<file path="config.mk">
export PLATFORM = sky130hd
export DESIGN_NAME = run_controller
export DESIGN_NICKNAME = d
export VERILOG_FILES = /design/src/rtl/run_controller_pkg.sv /design/src/rtl/run_controller_stagger.sv /design/src/rtl/run_controller.sv
export SDC_FILE = /design/constraint.sdc
export NUM_CORES = 1
export LEC_CHECK = 0
export ABC_CLOCK_PERIOD_IN_PS = 3700
export BUFFER_PORTS_ARGS = -buffer_cell sky130_fd_sc_hd__buf_2
export CORE_AREA = 2 2 97 99
export DETAILED_ROUTE_END_ITERATION = 7
export DIE_AREA = 0 0 99 101
export PLACE_DENSITY = 0.78
export SLEW_MARGIN = 0
export SYNTH_ARGS = -nofsm -noshare
export SYNTH_HDL_FRONTEND = slang
export SYNTH_SLANG_ARGS = --single-unit
</file>
<file path="constraint.sdc">
create_clock -name clock -period 3.7 [get_ports clock]
set_input_delay 0.925 -clock clock [delete_from_list [all_inputs] [get_ports clock]]
set_output_delay 0.925 -clock clock [all_outputs]
set_load 0.05 [all_outputs]
</file>
<file path="src/rtl/run_controller_pkg.sv">
// Shared types and helpers for the run_controller bring-up sequencer.
package run_controller_pkg;

   localparam int CNT_W_DEF = 16;

   typedef enum logic [2:0] {
      ST_IDLE    = 3'd0,
      ST_HOLD    = 3'd1,
      ST_RELEASE = 3'd2,
      ST_RUN     = 3'd3,
      ST_DRAIN   = 3'd4,
      ST_DONE    = 3'd5
   } run_state_t;

   // Cycles between channel 0 release and last channel release.
   function automatic int release_len(input int num_chan, input int stagger);
      return (num_chan - 1) * stagger;
   endfunction

endpackage

</file>
<file path="src/rtl/run_controller_stagger.sv">
// Staggered release of NUM_CHAN active-low resets: the first enabled edge frees
// channel 0, then one more channel every STAGGER enabled edges.
module run_controller_stagger #(
   parameter int NUM_CHAN = 4,
   parameter int STAGGER  = 2
) (
   input  logic                clock,
   input  logic                reset,
   input  logic                enable,
   input  logic                clear,
   output logic [NUM_CHAN-1:0] released
);

   localparam int SW = (STAGGER > 1) ? $clog2(STAGGER) : 1;
   localparam logic [SW-1:0]       GAP_LAST  = SW'(STAGGER - 1);
   localparam logic [SW-1:0]       GAP_ZERO  = {SW{1'b0}};
   localparam logic [SW-1:0]       GAP_ONE   = SW'(1'b1);
   localparam logic [NUM_CHAN-1:0] REL_NONE  = {NUM_CHAN{1'b0}};
   localparam logic [NUM_CHAN-1:0] REL_FIRST = NUM_CHAN'(1'b1);

   logic [SW-1:0]       gap_cnt_r;
   logic [NUM_CHAN-1:0] rel_r;

   // Release vector fills from bit 0 upward, spaced by the gap counter.
   always_ff @(posedge clock) begin
      if (!reset || clear) begin
         rel_r     <= REL_NONE;
         gap_cnt_r <= GAP_ZERO;
      end else if (enable) begin
         if (rel_r == REL_NONE) begin
            rel_r     <= REL_FIRST;
            gap_cnt_r <= GAP_ZERO;
         end else if (&rel_r) begin
            rel_r     <= rel_r;
            gap_cnt_r <= GAP_ZERO;
         end else if (gap_cnt_r == GAP_LAST) begin
            rel_r     <= (rel_r << 1) | REL_FIRST;
            gap_cnt_r <= GAP_ZERO;
         end else begin
            gap_cnt_r <= gap_cnt_r + GAP_ONE;
         end
      end else begin
         rel_r     <= rel_r;
         gap_cnt_r <= gap_cnt_r;
      end
   end

   assign released = rel_r;

endmodule

</file>
<file path="src/rtl/run_controller.sv">
// Run-control sequencer: hold resets, staggered release, run until halt/limit, drain.
// Optional watchdog on a heartbeat input when RUN_CONTROLLER_WATCHDOG_EN is defined.
module run_controller
   import run_controller_pkg::*;
#(
   parameter int NUM_CHAN     = 4,
   parameter int CNT_W        = CNT_W_DEF,
   parameter int STAGGER      = 2,
   parameter int DRAIN_CYCLES = 2
`ifdef RUN_CONTROLLER_WATCHDOG_EN
   ,parameter int WDOG_CYCLES = 1024
`endif
) (
   input  logic                clock,
   input  logic                reset,
   input  logic                start,
   input  logic [CNT_W-1:0]    cfg_hold,
   input  logic [CNT_W-1:0]    cfg_limit,
   input  logic                halt_req,
`ifdef RUN_CONTROLLER_WATCHDOG_EN
   input  logic                heartbeat,
`endif
   output logic [NUM_CHAN-1:0] core_reset_n,
   output logic                running,
   output logic                done,
   output logic                timeout,
   output logic [CNT_W-1:0]    cycle_count
);

   localparam int REL_LEN  = release_len(NUM_CHAN, STAGGER);
   localparam int REL_LAST = (REL_LEN > 0) ? REL_LEN - 1 : 0;
   localparam logic [CNT_W-1:0] ZERO       = {CNT_W{1'b0}};
   localparam logic [CNT_W-1:0] ONE        = CNT_W'(1'b1);
   localparam logic [CNT_W-1:0] ONES       = {CNT_W{1'b1}};
   localparam logic [CNT_W-1:0] REL_END    = CNT_W'(REL_LAST);
   localparam logic [CNT_W-1:0] DRAIN_END  = CNT_W'(DRAIN_CYCLES - 1);

   run_state_t       state_r;
   logic [CNT_W-1:0] hold_r;
   logic [CNT_W-1:0] limit_r;
   logic [CNT_W-1:0] phase_cnt_r;
   logic [CNT_W-1:0] cycle_count_r;
   logic             running_r;
   logic             done_r;
   logic             timeout_r;

   logic [CNT_W-1:0] hold_last_s;
   logic             hold_done_s;
   logic             drain_done_s;
   logic             limit_hit_s;
   logic             wdog_trip_s;
   logic             stagger_en_s;
   logic             stagger_clr_s;

   // A zero hold behaves like a one-cycle hold.
   assign hold_last_s  = (hold_r == ZERO) ? ZERO : hold_r - ONE;
   assign hold_done_s  = (phase_cnt_r == hold_last_s);
   assign drain_done_s = (phase_cnt_r == DRAIN_END);
   assign limit_hit_s  = (limit_r != ZERO) && (cycle_count_r == limit_r - ONE);

`ifdef RUN_CONTROLLER_WATCHDOG_EN
   logic [31:0] wdog_cnt_r;

   // Watchdog restarts on every heartbeat and whenever the core is not running.
   always_ff @(posedge clock) begin
      if (!reset) begin
         wdog_cnt_r <= 32'd0;
      end else if ((state_r != ST_RUN) || heartbeat) begin
         wdog_cnt_r <= 32'd0;
      end else begin
         wdog_cnt_r <= wdog_cnt_r + 32'd1;
      end
   end

   assign wdog_trip_s = !heartbeat && (wdog_cnt_r == 32'(WDOG_CYCLES - 1));
`else
   assign wdog_trip_s = 1'b0;
`endif

   // Stagger advances from the final HOLD edge through RELEASE; emptied at drain end.
   always_comb begin
      stagger_en_s  = 1'b0;
      stagger_clr_s = 1'b0;
      case (state_r)
         ST_HOLD:    stagger_en_s  = hold_done_s;
         ST_RELEASE: stagger_en_s  = 1'b1;
         ST_DRAIN:   stagger_clr_s = drain_done_s;
         ST_IDLE:    stagger_clr_s = 1'b1;
         ST_DONE:    stagger_clr_s = 1'b1;
         default:    stagger_clr_s = 1'b0;
      endcase
   end

   run_controller_stagger #(
      .NUM_CHAN (NUM_CHAN),
      .STAGGER  (STAGGER)
   ) u_stagger (
      .clock    (clock),
      .reset    (reset),
      .enable   (stagger_en_s),
      .clear    (stagger_clr_s),
      .released (core_reset_n)
   );

   // Main sequencing FSM with its counters and registered status outputs.
   always_ff @(posedge clock) begin
      if (!reset) begin
         state_r       <= ST_IDLE;
         hold_r        <= ZERO;
         limit_r       <= ZERO;
         phase_cnt_r   <= ZERO;
         cycle_count_r <= ZERO;
         running_r     <= 1'b0;
         done_r        <= 1'b0;
         timeout_r     <= 1'b0;
      end else begin
         case (state_r)
            ST_IDLE, ST_DONE: begin
               if (start) begin
                  hold_r        <= cfg_hold;
                  limit_r       <= cfg_limit;
                  phase_cnt_r   <= ZERO;
                  cycle_count_r <= ZERO;
                  done_r        <= 1'b0;
                  timeout_r     <= 1'b0;
                  state_r       <= ST_HOLD;
               end
            end
            ST_HOLD: begin
               if (hold_done_s) begin
                  phase_cnt_r <= ZERO;
                  if (NUM_CHAN == 1) begin
                     running_r <= 1'b1;
                     state_r   <= ST_RUN;
                  end else begin
                     state_r   <= ST_RELEASE;
                  end
               end else begin
                  phase_cnt_r <= phase_cnt_r + ONE;
               end
            end
            ST_RELEASE: begin
               if (phase_cnt_r == REL_END) begin
                  phase_cnt_r <= ZERO;
                  running_r   <= 1'b1;
                  state_r     <= ST_RUN;
               end else begin
                  phase_cnt_r <= phase_cnt_r + ONE;
               end
            end
            ST_RUN: begin
               if (halt_req) begin
                  phase_cnt_r <= ZERO;
                  running_r   <= 1'b0;
                  timeout_r   <= 1'b0;
                  state_r     <= ST_DRAIN;
               end else if (wdog_trip_s || limit_hit_s) begin
                  phase_cnt_r <= ZERO;
                  running_r   <= 1'b0;
                  timeout_r   <= 1'b1;
                  state_r     <= ST_DRAIN;
               end else if (cycle_count_r != ONES) begin
                  cycle_count_r <= cycle_count_r + ONE;
               end
            end
            ST_DRAIN: begin
               if (drain_done_s) begin
                  phase_cnt_r <= ZERO;
                  done_r      <= 1'b1;
                  state_r     <= ST_DONE;
               end else begin
                  phase_cnt_r <= phase_cnt_r + ONE;
               end
            end
            default: begin
               running_r <= 1'b0;
               state_r   <= ST_IDLE;
            end
         endcase
      end
   end

   assign running     = running_r;
   assign done        = done_r;
   assign timeout     = timeout_r;
   assign cycle_count = cycle_count_r;

endmodule
</file>
Word level (Yosys, flattened, before mapping)
Cells that the tools add are included.

ROM bits: 0. Output and inout port bits: 23. Latch bits: 0. Input bits: 36. Memories kept: 0. Memory bits (writable): 0. Bits in registers: 75. Logic and storage cells: 94.

Eq/ne operators: 19. Order comparisons: 0. Multiplexer cells: 37. Shift-type cells: 0. Add/sub/neg operators: 5. Reduce and logical (&&, ||, !) cells: 22. Bitwise logic cells: 1. Divide/modulo/power cells: 0. Multipliers: 0.

Operator list (count): two-way mux 16 bit (10); one-hot mux 16 bit (5 select lines) (1); adder 16 x 1 -> 16 bit, second input constant (2); equality test 16 bit (2); one-hot mux 16 bit (2 select lines) (1); subtractor 16 x 1 -> 16 bit, second input constant (2); two-way mux 3 bit (6); equality test 16 x 1 -> 1 bit, second input constant (1); equality test 16 x 3 -> 1 bit, second input constant (1); zero test 16 bit (1); != test 16 bit, second input constant (1); nonzero test 16 bit (1); one-hot mux 3 bit (5 select lines) (1); AND reduction 3 bit (5); two-way mux 4 bit (3); != test 2 bit, second input constant (6); two-way mux 1 bit (10); AND reduction 5 bit (2); one-hot mux 1 bit (2 select lines) (4); equality test 3 x 2 -> 1 bit, second input constant (2); equality test 3 bit, second input constant (2); nonzero test 2 bit (3); nonzero test 5 bit (1); zero test 4 bit (1); other kinds (14) (15).

Depth between registers and ports, before layout
Word-level depth: 6. Depth in mapped cells: 13.

Modules after synthesis
Synthesis repeated with hierarchy kept, for this count alone.

Cell total of the unflattened synthesis: 649. Area, all modules: 4809.6 µm².

By module, submodules not included: run_controller (area each 4596.9 µm², cells each 623, times used 1, sequential area each 1401.3 µm²); run_controller_stagger (area each 212.7 µm², cells each 26, times used 1, sequential area each 100.1 µm²).

Least setup slack after synthesis
Ideal clock, no wire load.

Kind: reg-to-reg. Start point: register cycle_count_r[5] (netlist: cycle_count[5]). End point: register cycle_count_r[0] (netlist: cycle_count[0]). Library setup time: 0.128 ns. Setup slack: 0.608 ns. Buffers on the path: 3. Stages on the path, launching flop included: 12. Required time: 3.572 ns. Data arrival time: 2.964 ns. Cells stage by stage: dfxtp_1 clkbuf_1 or4b_1 or4_1 o211ai_1 o32ai_1 or4b_4 nand3_2 buf_6 buf_12 xor2_1 nor2_1.

Longest elaborated chain between the ends: 4.

RTL lines: start: declaration (line run_controller.sv:42) `logic [CNT_W-1:0] cycle_count_r;`; start signal: assignment (line run_controller.sv:163) `cycle_count_r <= cycle_count_r + ONE;`; equality test 16 bit (line run_controller.sv:59) `assign limit_hit_s = (limit_r != ZERO) && (cycle_count_r == limit_r - ONE);`; logical AND 1 bit (line run_controller.sv:59); != test 2 bit (no line); AND reduction 5 bit (no line) *.

Every way passes the cells marked *; elsewhere a longest branch is shown, timed or not. A chain may end at the register's enable or synchronous reset.

Final worst setup path
Start point: register hold_r[0]. End point: register u_stagger.rel_r[2] (netlist: u_stagger.released[2]).

Longest elaborated chain between the ends: 5.

RTL lines: start: declaration (line run_controller.sv:39) `logic [CNT_W-1:0] hold_r;`; start signal: assignment (line run_controller.sv:120) `hold_r <= cfg_hold;`; subtractor 16 x 1 -> 16 bit or zero test 16 bit (tied branches) (line run_controller.sv:56) `assign hold_last_s = (hold_r == ZERO) ? ZERO : hold_r - ONE;`; two-way mux 16 bit * (line run_controller.sv:56); equality test 16 bit * (line run_controller.sv:57) `assign hold_done_s = (phase_cnt_r == hold_last_s);`; one-hot mux 1 bit (2 select lines) * (line run_controller.sv:84) `case (state_r)`; AND reduction 3 bit (no line) *; end signal: assignment (line run_controller_stagger.sv:34) `rel_r <= rel_r;`; end signal: assignment (line run_controller_stagger.sv:37) `rel_r <= (rel_r << 1) | REL_FIRST;`; end signal: assignment (line run_controller_stagger.sv:43) `rel_r <= rel_r;`; end: declaration (line run_controller_stagger.sv:22) `logic [NUM_CHAN-1:0] rel_r;`.

Marked as above.

==> flow_summary.ini <==
[run_status]
outcome = finished clean

[power_and_ir_drop]
switchingPower_mw = 0.632
leakage_nw = 2.09
p_per_area_nw_per_um2 = 358
peakVddDrop_mv = 0.184
switching_share_pct = 31.1
seq_power_share_pct = 43.1
power_frac_comb_pct = 21.0
clkPwrFrac_pct = 35.9
p_int_mw = 1.40

[timing]
tightest_slew_ns = 1.02
skew_ns = 0.0121
hold_viol_final = 0
rsz0062_at_grt = no
setup_violations = 0
fin_hold_ws_ns = 0.474
period_needed_ns = 3.27
maxSlewViolCount = 0
fmax_mhz = 306
relSlewSlack_pct = 31.9
tns_ns = 0
period_share_pct = 88.3

[clock_tree]
path_clk_slew_ns = 0.09
tritoncts = done
cts_root_buf = clkbuf_8
cts_resized = 0
cts_setup_buffers = 0
cts_sinks = 75
worstSkewPairLatency_ns = 0.36
htree_levels = 3
postCtsHoldBufs = 0
clk_path_buf_depth = 2
cts_made_buffers = 9

[synthesis]
yosys_most_used_dff = dfxtp_1
ys_ff_latch = 75
synthArstFlopShare_pct = 0
synth_warnings = 0
syn-num-nets = 744
synth_cell_types = 71
synthCells = 703
avgSynthCellArea_um2 = 7.35
syn_area_um2 = 5170
seq_area_frac_synth_pct = 29.0
synth_edf_count = 0

[global_routing]
grt_start_max_net_pins = 41
grt_usage_pct = 28.7
grt_pass1_wl_mm = 23.4
overflow = 0
grt_pass1_vias = 4870
grt_antenna_before_repair = 0

[setup_path]
start_kind = flip-flop
critPathArrivalTime_ns = 3.55
worst_setup_path_end_kind = flip-flop
slowest_stage = or4b_2
path_class = reg2reg
rr_endpoint = u_stagger.released[2]$_SDFFE_PP0P_
cp-endpoint = u_stagger.released[2]$_SDFFE_PP0P_
rr_worst_depth = 10
cp_max_fo = 8
crit_required_ns = 3.98
reg2reg_from = hold_r[0]$_SDFFE_PN0P_
cpPeakStageDelay_ns = 0.60
critPathLaunch = hold_r[0]$_SDFFE_PN0P_
rrSetupSlack_ns = 0.43
crit_chain = inv_1, ha_1, or4b_2, a311o_1, nand3_1, o221ai_1, nor4_1, o2111ai_1, o31ai_4, mux2i_1

[finish]
final_cell_mix = 98 x nand2_1, 75 x dfxtp_1, 59 x a21oi_1
final_common_cell = nand2_1
drive_gt1_share_pct = 14.6
syn_to_final_growth_pct = 9.95
fin_cells = 850
diodes = 0
final_util_pct = 63.3
nets = 775

[placed_design]
place_congestion = 0.990
place_inst = 834
dp_hpwl_mm = 10.7
portBuffers = 58

[route]
via_count = 5355
wl_mm = 14.2
ant_nets = 0
first_pass_iters = 5
via_per_inst = 6.30
drc_errors = 0
drtIter0Drc = 312
wl_per_cell_um = 16.7

[die]
start_util_pct = 57.6
die_w_um = 99
coreArea_um2 = 8980
row_count = 35
dieArea_um2 = 10000
io_pins = 59
die_h_um = 101

[run]
cap_violations = 0

[min_path]
min_path_type = reg2reg
## how the worst min path moves through the flow
stage          cells past startpoint                      to                   start
6_report                           2  hold_r[9]$_SDFFE_PN0P_  hold_r[9]$_SDFFE_PN0P_
5_1_grt                            2       done$_SDFFE_PN0P_       done$_SDFFE_PN0P_
4_1_cts                            2  hold_r[9]$_SDFFE_PN0P_  hold_r[9]$_SDFFE_PN0P_
3_5_place_dp                       2  hold_r[9]$_SDFFE_PN0P_  hold_r[9]$_SDFFE_PN0P_
3_3_place_gp                       2       done$_SDFFE_PN0P_       done$_SDFFE_PN0P_
2_1_floorplan                      2  hold_r[9]$_SDFFE_PN0P_  hold_r[9]$_SDFFE_PN0P_
## kinds of logic after synthesis
kind of cell    Yosys count  synth area share [%]
compound gates          184                  23.5
xor+xnor                 32                  5.71
fa+ha+maj                 5                  1.21
buf+inv                  86                  7.07
flops                    75                  29.0
mux                       8                  1.55
simple gates            313                  31.9
## power by group through the flow
| stage | Combinational, mW | Clock [mW] | Sequential [mW] |
|---|---|---|---|
| 6_report | 0.426 | 0.730 | 0.877 |
| 5_1_grt | 0.473 | 0.767 | 0.882 |
| 4_1_cts | 0.422 | 0.736 | 0.875 |
| 3_3_place_gp | 0.414 | 0 | 0.892 |
| 3_5_place_dp | 0.420 | 0 | 0.894 |
| 2_1_floorplan | 0.329 | 0 | 0.872 |
## through the flow
stage          worst slack [ns]  instance area, um^2  total power, mW
4_1_cts                   0.471                 5680             2.03
3_3_place_gp              0.582                 5460             1.31
3_5_place_dp              0.475                 5460             1.31
6_report                  0.434                 5680             2.03
5_1_grt                   0.249                 5680             2.12
2_1_floorplan             0.608                 5170             1.20
## routing by layer
metal  up-vias  share of wire (%)  track usage (%)
met4         0                1.6             8.01
met3        20                6.3             2.77
met1      2496                 46             40.6
met5         -                  0                0
met2       208                 46             46.7
li1       2631                  -                -
## cell usage after synthesis, types with 3 or more instances
library cell | n | share of area (%)
nand2_1 | 98 | 7.1
dfxtp_1 | 75 | 29
a21oi_1 | 59 | 5.7
nor2_1 | 54 | 3.9
clkbuf_1 | 39 | 2.8
inv_1 | 37 | 2.7
o21ai_0 | 27 | 2.6
nor3_1 | 21 | 2.0
nand3_1 | 19 | 1.8
nand4_1 | 18 | 2.2
xnor2_1 | 18 | 3.0
or4_1 | 17 | 2.5
nor4_1 | 15 | 1.8
o31ai_1 | 13 | 1.9
xor2_1 | 13 | 2.2
o22ai_1 | 11 | 1.3
nand2b_1 | 10 | 1.2
or3_1 | 9 | 1.1
and3_1 | 8 | 0.97
mux2i_1 | 8 | 1.5
a31oi_1 | 7 | 0.85
nor2b_1 | 7 | 0.85
o2111ai_1 | 7 | 1.2
o211ai_1 | 7 | 1.0
a211oi_1 | 6 | 0.87
nor3b_1 | 6 | 0.87
o221ai_1 | 6 | 1.0
and2_1 | 5 | 0.61
buf_2 | 5 | 0.48
ha_1 | 5 | 1.2
or2_2 | 5 | 0.61
a31o_2 | 4 | 0.68
a311oi_1 | 3 | 0.51
nand3_2 | 3 | 0.58
nand3b_1 | 3 | 0.44
o21ai_1 | 3 | 0.29
o22a_1 | 3 | 0.51
o2bb2ai_1 | 3 | 0.51
or4b_1 | 3 | 0.58
## sequential cells by signal, summed over array words and instances, names as in the netlist, 3 cells and up
register / cells
cycle_count: 16
state_r: 3
phase_cnt_r: 16
hold_r: 16
limit_r: 16
u_stagger.released: 4
## area by class of cell
| type | instances | area (um^2) |
|---|---|---|
| fill | 769 | 3290 |
| tap | 111 | 139 |
| clock inverter | 7 | 98.8 |
| inverter | 37 | 139 |
| clock buffer | 9 | 124 |
| multi-input combinational | 542 | 3310 |
| timing repair buffer | 69 | 373 |
| sequential | 75 | 1500 |
## critical path: cells and delay by family, from the launching register on
family | cells | cell delay, ns
buffers and inverters | 1 | 0.09
muxes | 1 | 0.24
AOI/OAI and AO/OA | 4 | 1.23
and+or+nand+nor | 3 | 1.02
DFF | 1 | 0.39
adders and majority gates | 1 | 0.24
(Power assumes the default switching activity.)
